===== src/rtl/config_chain_pkg.sv =====
// config_chain_pkg: shared types and constants for the configuration scan-chain
// loader.
//   ccl_state_t  loader FSM state (IDLE, LOAD, SHIFT, DONE)
//   CRC8_POLY    CRC-8 generator polynomial (x^8 + x^2 + x + 1)
//   CRC8_INIT    CRC-8 initial/cleared value
//   crc8_step    one bit-serial CRC-8 update, MSB-first
package config_chain_pkg;

  typedef enum logic [1:0] {
    IDLE  = 2'd0,
    LOAD  = 2'd1,
    SHIFT = 2'd2,
    DONE  = 2'd3
  } ccl_state_t;

  localparam logic [7:0] CRC8_POLY = 8'h07;
  localparam logic [7:0] CRC8_INIT = 8'h00;

  // Feedback is the outgoing MSB xor the incoming bit; when it is set, the
  // polynomial is folded into the shifted register.
  function automatic logic [7:0] crc8_step(input logic [7:0] c, input logic b);
    return {c[6:0], 1'b0} ^ ((c[7] ^ b) ? CRC8_POLY : 8'h00);
  endfunction

endpackage


===== src/rtl/config_chain_crc8.sv =====
// config_chain_crc8: bit-serial CRC-8 register over the bits driven into the
// scan chain.
// Ports:
//   CK      clock (shared with the chain)
//   RST     synchronous active-high reset, returns crc to CRC8_INIT
//   clr     synchronous clear to CRC8_INIT (wins over en)
//   en      fold bit_in into the CRC this cycle
//   bit_in  serial data bit
//   crc     current CRC value (registered)
module config_chain_crc8
  import config_chain_pkg::*;
(
  input  logic       CK,
  input  logic       RST,
  input  logic       clr,
  input  logic       en,
  input  logic       bit_in,
  output logic [7:0] crc
);

  logic [7:0] crc_q, crc_d;

  always_comb begin
    crc_d = crc_q;
    if (clr)     crc_d = CRC8_INIT;
    else if (en) crc_d = crc8_step(crc_q, bit_in);
  end

  always_ff @(posedge CK) begin
    if (RST) crc_q <= CRC8_INIT;
    else     crc_q <= crc_d;
  end

  assign crc = crc_q;

endmodule


===== src/rtl/config_chain_loader.sv =====
// config_chain_loader: serial loader for a configuration scan chain. Accepts
// WORD_W-bit words over valid/ready, shifts each MSB-first onto SE/SI and stops
// after exactly CHAIN_LEN shift cycles, discarding any leftover word bits.
// Optional feature: define CONFIG_CHAIN_CRC_EN to add a CRC-8 of every bit
// shifted into the chain (output crc).
// Ports:
//   CK         clock, shared with the chain flops
//   RST        synchronous active-high reset
//   start      begin a load (honoured only in IDLE or DONE)
//   din        configuration word, bit WORD_W-1 shifted first
//   din_valid  din holds a valid word
//   din_ready  word is accepted this cycle (high throughout LOAD)
//   SE, SI     scan enable / scan data to the chain head
//   busy       load in progress (LOAD or SHIFT)
//   done       chain fully loaded; held until start or RST
//   crc        (CONFIG_CHAIN_CRC_EN only) CRC-8 over shifted bits
module config_chain_loader
  import config_chain_pkg::*;
#(
  parameter int WORD_W    = 8,
  parameter int CHAIN_LEN = 64
) (
  input  logic              CK,
  input  logic              RST,
  input  logic              start,
  input  logic [WORD_W-1:0] din,
  input  logic              din_valid,
  output logic              din_ready,
  output logic              SE,
  output logic              SI,
  output logic              busy,
  output logic              done
`ifdef CONFIG_CHAIN_CRC_EN
  ,
  output logic [7:0]        crc
`endif
);

  localparam int CW  = $clog2(CHAIN_LEN + 1);
  localparam int WCW = $clog2(WORD_W + 1);
  // bit_cnt value during the final shift cycle; the increment out of it
  // reaches CHAIN_LEN, so the counter never wraps.
  localparam logic [CW-1:0]  BIT_LAST = CW'(CHAIN_LEN - 1);
  localparam logic [WCW-1:0] WORD_LEN = WCW'(WORD_W);
  localparam logic [WCW-1:0] WC_ONE   = WCW'(1);

  ccl_state_t        state_q;
  logic [WORD_W-1:0] shreg_q;
  logic [CW-1:0]     bit_cnt_q;
  logic [WCW-1:0]    word_cnt_q;
  logic              din_ready_q, se_q, busy_q, done_q;

  // Outputs are registered alongside the state so nothing depends
  // combinationally on the inputs.
  always_ff @(posedge CK) begin
    if (RST) begin
      state_q     <= IDLE;
      shreg_q     <= '0;
      bit_cnt_q   <= '0;
      word_cnt_q  <= '0;
      din_ready_q <= 1'b0;
      se_q        <= 1'b0;
      busy_q      <= 1'b0;
      done_q      <= 1'b0;
    end else begin
      case (state_q)
        IDLE, DONE: begin
          if (start) begin
            state_q     <= LOAD;
            bit_cnt_q   <= '0;
            din_ready_q <= 1'b1;
            busy_q      <= 1'b1;
            done_q      <= 1'b0;
          end
        end
        LOAD: begin
          // din_ready is high for the whole LOAD state, so valid alone
          // completes the handshake.
          if (din_valid) begin
            state_q     <= SHIFT;
            shreg_q     <= din;
            word_cnt_q  <= WORD_LEN;
            din_ready_q <= 1'b0;
            se_q        <= 1'b1;
          end
        end
        SHIFT: begin
          shreg_q    <= shreg_q << 1;
          bit_cnt_q  <= bit_cnt_q + CW'(1);
          word_cnt_q <= word_cnt_q - WC_ONE;
          // Chain-full wins over word-empty: leftover word bits are dropped.
          if (bit_cnt_q == BIT_LAST) begin
            state_q <= DONE;
            se_q    <= 1'b0;
            busy_q  <= 1'b0;
            done_q  <= 1'b1;
          end else if (word_cnt_q == WC_ONE) begin
            state_q     <= LOAD;
            se_q        <= 1'b0;
            din_ready_q <= 1'b1;
          end
        end
        default: begin
          state_q     <= IDLE;
          din_ready_q <= 1'b0;
          se_q        <= 1'b0;
          busy_q      <= 1'b0;
          done_q      <= 1'b0;
        end
      endcase
    end
  end

  assign din_ready = din_ready_q;
  assign SE        = se_q;
  // Gated so the chain head sees 0 whenever it is not shifting.
  assign SI        = se_q & shreg_q[WORD_W-1];
  assign busy      = busy_q;
  assign done      = done_q;

`ifdef CONFIG_CHAIN_CRC_EN
  logic crc_clr;
  // Clear on the LOAD entry that begins a new chain load.
  assign crc_clr = start & ((state_q == IDLE) | (state_q == DONE));

  config_chain_crc8 u_crc (
    .CK     (CK),
    .RST    (RST),
    .clr    (crc_clr),
    .en     (se_q),
    .bit_in (SI),
    .crc    (crc)
  );
`endif

endmodule


===== config.mk =====
export PLATFORM = sky130hd
export DESIGN_NAME = config_chain_loader
export DESIGN_NICKNAME = d
export VERILOG_FILES = /design/src/rtl/config_chain_pkg.sv /design/src/rtl/config_chain_crc8.sv /design/src/rtl/config_chain_loader.sv
export SDC_FILE = /design/constraint.sdc
export NUM_CORES = 1
export LEC_CHECK = 0
export ABC_AREA = 1
export BUFFER_PORTS_ARGS = -buffer_cell sky130_fd_sc_hd__buf_4
export CORE_MARGIN = 2
export CORE_UTILIZATION = 35
export DETAILED_ROUTE_END_ITERATION = 16
export GPL_ROUTABILITY_DRIVEN = 0
export HOLD_SLACK_MARGIN = 0.05
export PLACE_DENSITY = 0.54
export SYNTH_ARGS = -nofsm -noshare
export SYNTH_HDL_FRONTEND = slang
export SYNTH_SLANG_ARGS = --single-unit

===== constraint.sdc =====
create_clock -name CK -period 2.1 [get_ports CK]
set_input_delay 0.105 -clock CK [delete_from_list [all_inputs] [get_ports CK]]
set_output_delay 0.105 -clock CK [all_outputs]
set_load 0.01 [all_outputs]

### Yosys cells after proc, flatten, opt, wreduce, memory -nomap -nowiden

Index checks and enable logic that the tools add are counted.

* add/subtract/negate cells: 2
* eq/ne operators: 11
* mux-type cells: 25
* bitwise gates (word level): 1
* reductions and logical operators: 10

Operators with widths (number)
* $pmux 8 s2: 1
* $pmux 7 s2: 1
* $mux 1: 10
* $ne 2x2->1 const B: 5
* $reduce_and 3->1: 3
* $mux 2: 4
* $mux 8: 1
* $pmux 4 s2: 1
* $add 7x1->7 const B: 1
* $eq 7x6->1 const B: 1
* $mux 7: 1
* $pmux 1 s2: 3
* $pmux 2 s3: 1
* $eq 2x2->1 const B: 2
* $eq 4x1->1 const B: 1
* $mux 4: 1
* $reduce_and 2->1: 2
* $reduce_and 4->1: 1
* $reduce_bool 2->1: 2
* $sub 4x1->4 const B: 1
* $ne 3x3->1 const B: 1
* $pmux 1 s3: 1
* $eq 2x1->1 const B: 1
* $logic_not 2->1: 1
* other kinds (2): 2

* register bits: 25
* bits of input ports: 12
* output and inout bits: 5
* word-level logic and storage cells: 57

### Logic depth before layout (Yosys ltp)

* word-level depth: 4
* gate-level depth with buffers: 10
* depth with buffers taken out: 10

### Worst setup path after synthesis

OpenSTA, ideal clock, no wires.

* path type: flip-flop to flip-flop
* start: register state_q[0]
* end: register bit_cnt_q[5]
* setup time: 117 ps
* data arrival time: 1320 ps
* required time: 1983 ps
* path slack: 663 ps
* stages on the path, launching flop included: 9
* period minus slack after synthesis: 1437 ps
* cells stage by stage: dfxtp_1 inv_1 ha_1 o21ai_4 nand2_2 nand2_1 inv_1 o21ai_0 nor2_1

* cells in the longest elaborated chain, start to end: 4
* elaborated cells on any way between the ends: 8

RTL lines
* start, declared: RTL line config_chain_loader.sv:47 `ccl_state_t state_q;`
* start signal, assigned: RTL line config_chain_loader.sv:57 `state_q <= IDLE;`
* start signal, assigned: RTL line config_chain_loader.sv:69 `state_q <= LOAD;`
* start signal, assigned: RTL line config_chain_loader.sv:80 `state_q <= SHIFT;`
* $eq 2x2->1 or $logic_not 2->1 (tied branches): RTL line config_chain_loader.sv:66 `case (state_q)`
* $reduce_or 2->1: RTL line config_chain_loader.sv:66
* $ne 2x2->1 (no source line) or $reduce_bool 2->1 (tied branches)
* $reduce_and 2->1 (no source line)
* end signal, assigned: RTL line config_chain_loader.sv:89 `bit_cnt_q <= bit_cnt_q + CW'(1);`
* end, declared: RTL line config_chain_loader.sv:49 `logic [CW-1:0] bit_cnt_q;`

Parallel ways exist; a longest one is shown, timed or not.
A chain may end at the register's enable or synchronous reset.

### Final worst setup path

* start: register state_q[1]
* end: register bit_cnt_q[5]

The elaborated chain is that of the path after synthesis.

==> impl_metrics.json <==
{
  "ir_drop_v": 0.0003054,
  "cp.arrival_ns": 1.94,
  "area_growth_pct": 21.57,
  "grtUsageMet1_pct": 18.05,
  "crit_type": "flop to flop",
  "worst_pin_slew_ns": 0.3437,
  "place_hpwl_um": 1944,
  "path_buf_inv": 2,
  "ys.flop_type": "dfxtp_1",
  "totalWireLength_um": 2556,
  "synth_seq_cells": 25,
  "drc": 0,
  "drv_slew": 0,
  "grt_use_total_pct": 14.54,
  "port_buffers": 16,
  "synthDistinctLibCells": 20,
  "grt-ovfl-total": 0,
  "hp-class": "input pin to flop",
  "status": "finished, final reports clean",
  "p_leak_nw": 0.6298,
  "crit_family": "flip-flops",
  "timing.hold.ws_ns": 0.06175,
  "fmax_mhz": 586.0,
  "intPower_mw": 0.7832,
  "power_mw": 1.206,
  "hold_viol_final": 0,
  "design_area_mm2": 0.001474,
  "crit_chain": "ha_1, inv_2, o21ai_4, nand2_2, nand2_1, inv_1, o21ai_0, nor2_1",
  "initial_core_util_pct": 36.33,
  "ios": 17,
  "async_flop_share_pct": 0,
  "yosysMostFrequentCell": "nand2_1",
  "detail-route-antenna-nets": 0,
  "min_period_ns": 1.706,
  "yosysSeqAreaShare_pct": 41.28,
  "synth_top_area_share_pct": 41.28,
  "synth.avg_cell_area_um2": 7.008,
  "synth_nets": 190,
  "synth_area_leaders": "dfxtp_1 (41%), nand2_1 (14%), a21oi_1 (6.6%)",
  "route.vias.total": 1123,
  "avgViaCountPerCell": 4.640,
  "fp.dieArea_mm2": 0.003951,
  "drive_above_1_share_pct": 14.29,
  "firstDrtPassIters": 4,
  "synth_area_mm2": 0.001212,
  "met3_usage_pct": 2.162,
  "cts_buffers": 3,
  "final_nets": 214,
  "grt_pass1_wl_um": 4698,
  "clock_tree.buffer_depth": 2,
  "postCtsSetupRepairBufs": 0,
  "path_max_fanout": 13,
  "slowest_stage": "dfxtp_1",
  "drt_iter0_drc": 63,
  "busiest_layer": "met2",
  "routedWlPerCell_um": 10.56,
  "cp.required_ns": 2.33,
  "power_frac_seq_pct": 49.5,
  "antenna_found_initial": 0,
  "root_buffer": "clkbuf_4",
  "netlist_top_cells_count": "nand2_1 (46), dfxtp_1 (25), inv_1 (19)",
  "cts.sinks": 25,
  "switchingPower_mw": 0.4229,
  "die_w_um": 62.86,
  "first_global_vias": 1131,
  "final_util_pct": 44.17,
  "grt_max_degree": 15,
  "synth_edf_count": 0,
  "path_clk_slew_ns": 0.14,
  "clk_latency_ns": 0.32,
  "setup_viol": 0,
  "tns_ns": 0,
  "clock_skew_ns": 0.005776,
  "die_h_um": 62.86,
  "antenna_cells": 0,
  "cp-start-kind": "flop",
  "synth_top_area_cell": "dfxtp_1",
  "period_share_pct": 81.26,
  "clock_tree.htree_level_count": 1,
  "end_kind": "flop",
  "rows": 21,
  "core-area_mm2": 0.003337,
  "max_stage_delay_ns": 0.39,
  "clock_power_share_pct": 18.2,
  "maxCapViolCount": 0,
  "p_comb_share_pct": 32.2,
  "syn_inst": 173,
  "sw_frac_of_total_pct": 35.06,
  "grt_util_met2_pct": 25.40,
  "p_per_area_mw_per_mm2": 818.3,
  "rsz0062_at_grt": "no",
  "slew_headroom_pct": 77.06,
  "cts_tree": "built",
  "postPlaceCellArea_mm2": 0.001376,
  "yosys_warnings": 0
}
## power groups by stage
stage               Clock, mW  Combinational, mW  Sequential (mW)
floorplan                   0              0.279            0.604
global placement            0              0.374            0.607
detailed placement          0              0.381            0.608
CTS                     0.228              0.392            0.597
global route            0.252              0.447            0.610
finish                  0.220              0.389            0.597
## placed cells by master, fill, tap and decap left out, drive strengths merged
master and n:
inv 20, nand3 12, nand2 47, clkbuf 3, dfxtp 25, nand3b 1, a21oi 16, a31oi 8
a211oi 2, nor2 18, dlygate4sd3 7, o21ai 12, nor3 1, buf 18, ha 5, clkinv 1
## flip-flops by register name, summed over array words and instances (netlist names)
register / count
busy: 1
done: 1
SE: 1
bit_cnt_q: 7
din_ready: 1
word_cnt_q: 4
shreg_q: 8
state_q: 2
## worst register-to-register path, stage by stage (launching register included)
cell,delay [ns]
dfxtp_1,0.39
ha_1,0.31
inv_2,0.19
o21ai_4,0.29
nand2_2,0.11
nand2_1,0.12
inv_1,0.07
o21ai_0,0.08
nor2_1,0.06
## kinds of logic after synthesis
group | Yosys count | share of synthesized area (%)
AOI/OAI and AO/OA | 38 | 17.85
DFF | 25 | 41.28
buffers and inverters | 26 | 8.565
adders and majority gates | 5 | 5.160
and+or+nand+nor | 79 | 27.14
## metal layers
| metal | vias to the layer above | wire length [µm] |
|---|---|---|
| li1 | 608 | - |
| met1 | 497 | 1256 |
| met2 | 16 | 1215 |
| met3 | 2 | 65 |
| met4 | 0 | 19 |
| met5 | - | 0 |
## path summary, 6_finish.rpt
kind	depth (start not counted)	slack [ns]	end	from
worst max-delay path	8	0.39	bit_cnt_q[5]	state_q[1]
worst min-delay path	3	0.06	shreg_q[5]	din[5]
worst max register to register	8	0.39	bit_cnt_q[5]	state_q[1]
worst min register to register	2	0.48	busy	busy
## timing repair
item	4_1_cts	5_1_grt
resized for setup	0	0
hold buffers	7	0
hold endpoints to repair	14	0
endpoints found under the setup margin	0	0
## per-stage QoR
step                setup WS (ns)  std cells
detailed placement         0.4006        231
global placement           0.4361        231
CTS                        0.3697        242
global route               0.1686        242
finish                     0.3935        242
floorplan                  0.6631        173
## cell type report
cell class	instances	area, µm²
Fill cell	368	1863
Multi-Input combinational cell	122	608.1
Sequential cell	25	500.5
Timing Repair Buffer	25	205.2
Inverter	20	75.07
Tap cell	46	57.56
Clock buffer	3	22.52
Clock inverter	1	5.005
Note: power is estimated with default switching activity, not from simulation.
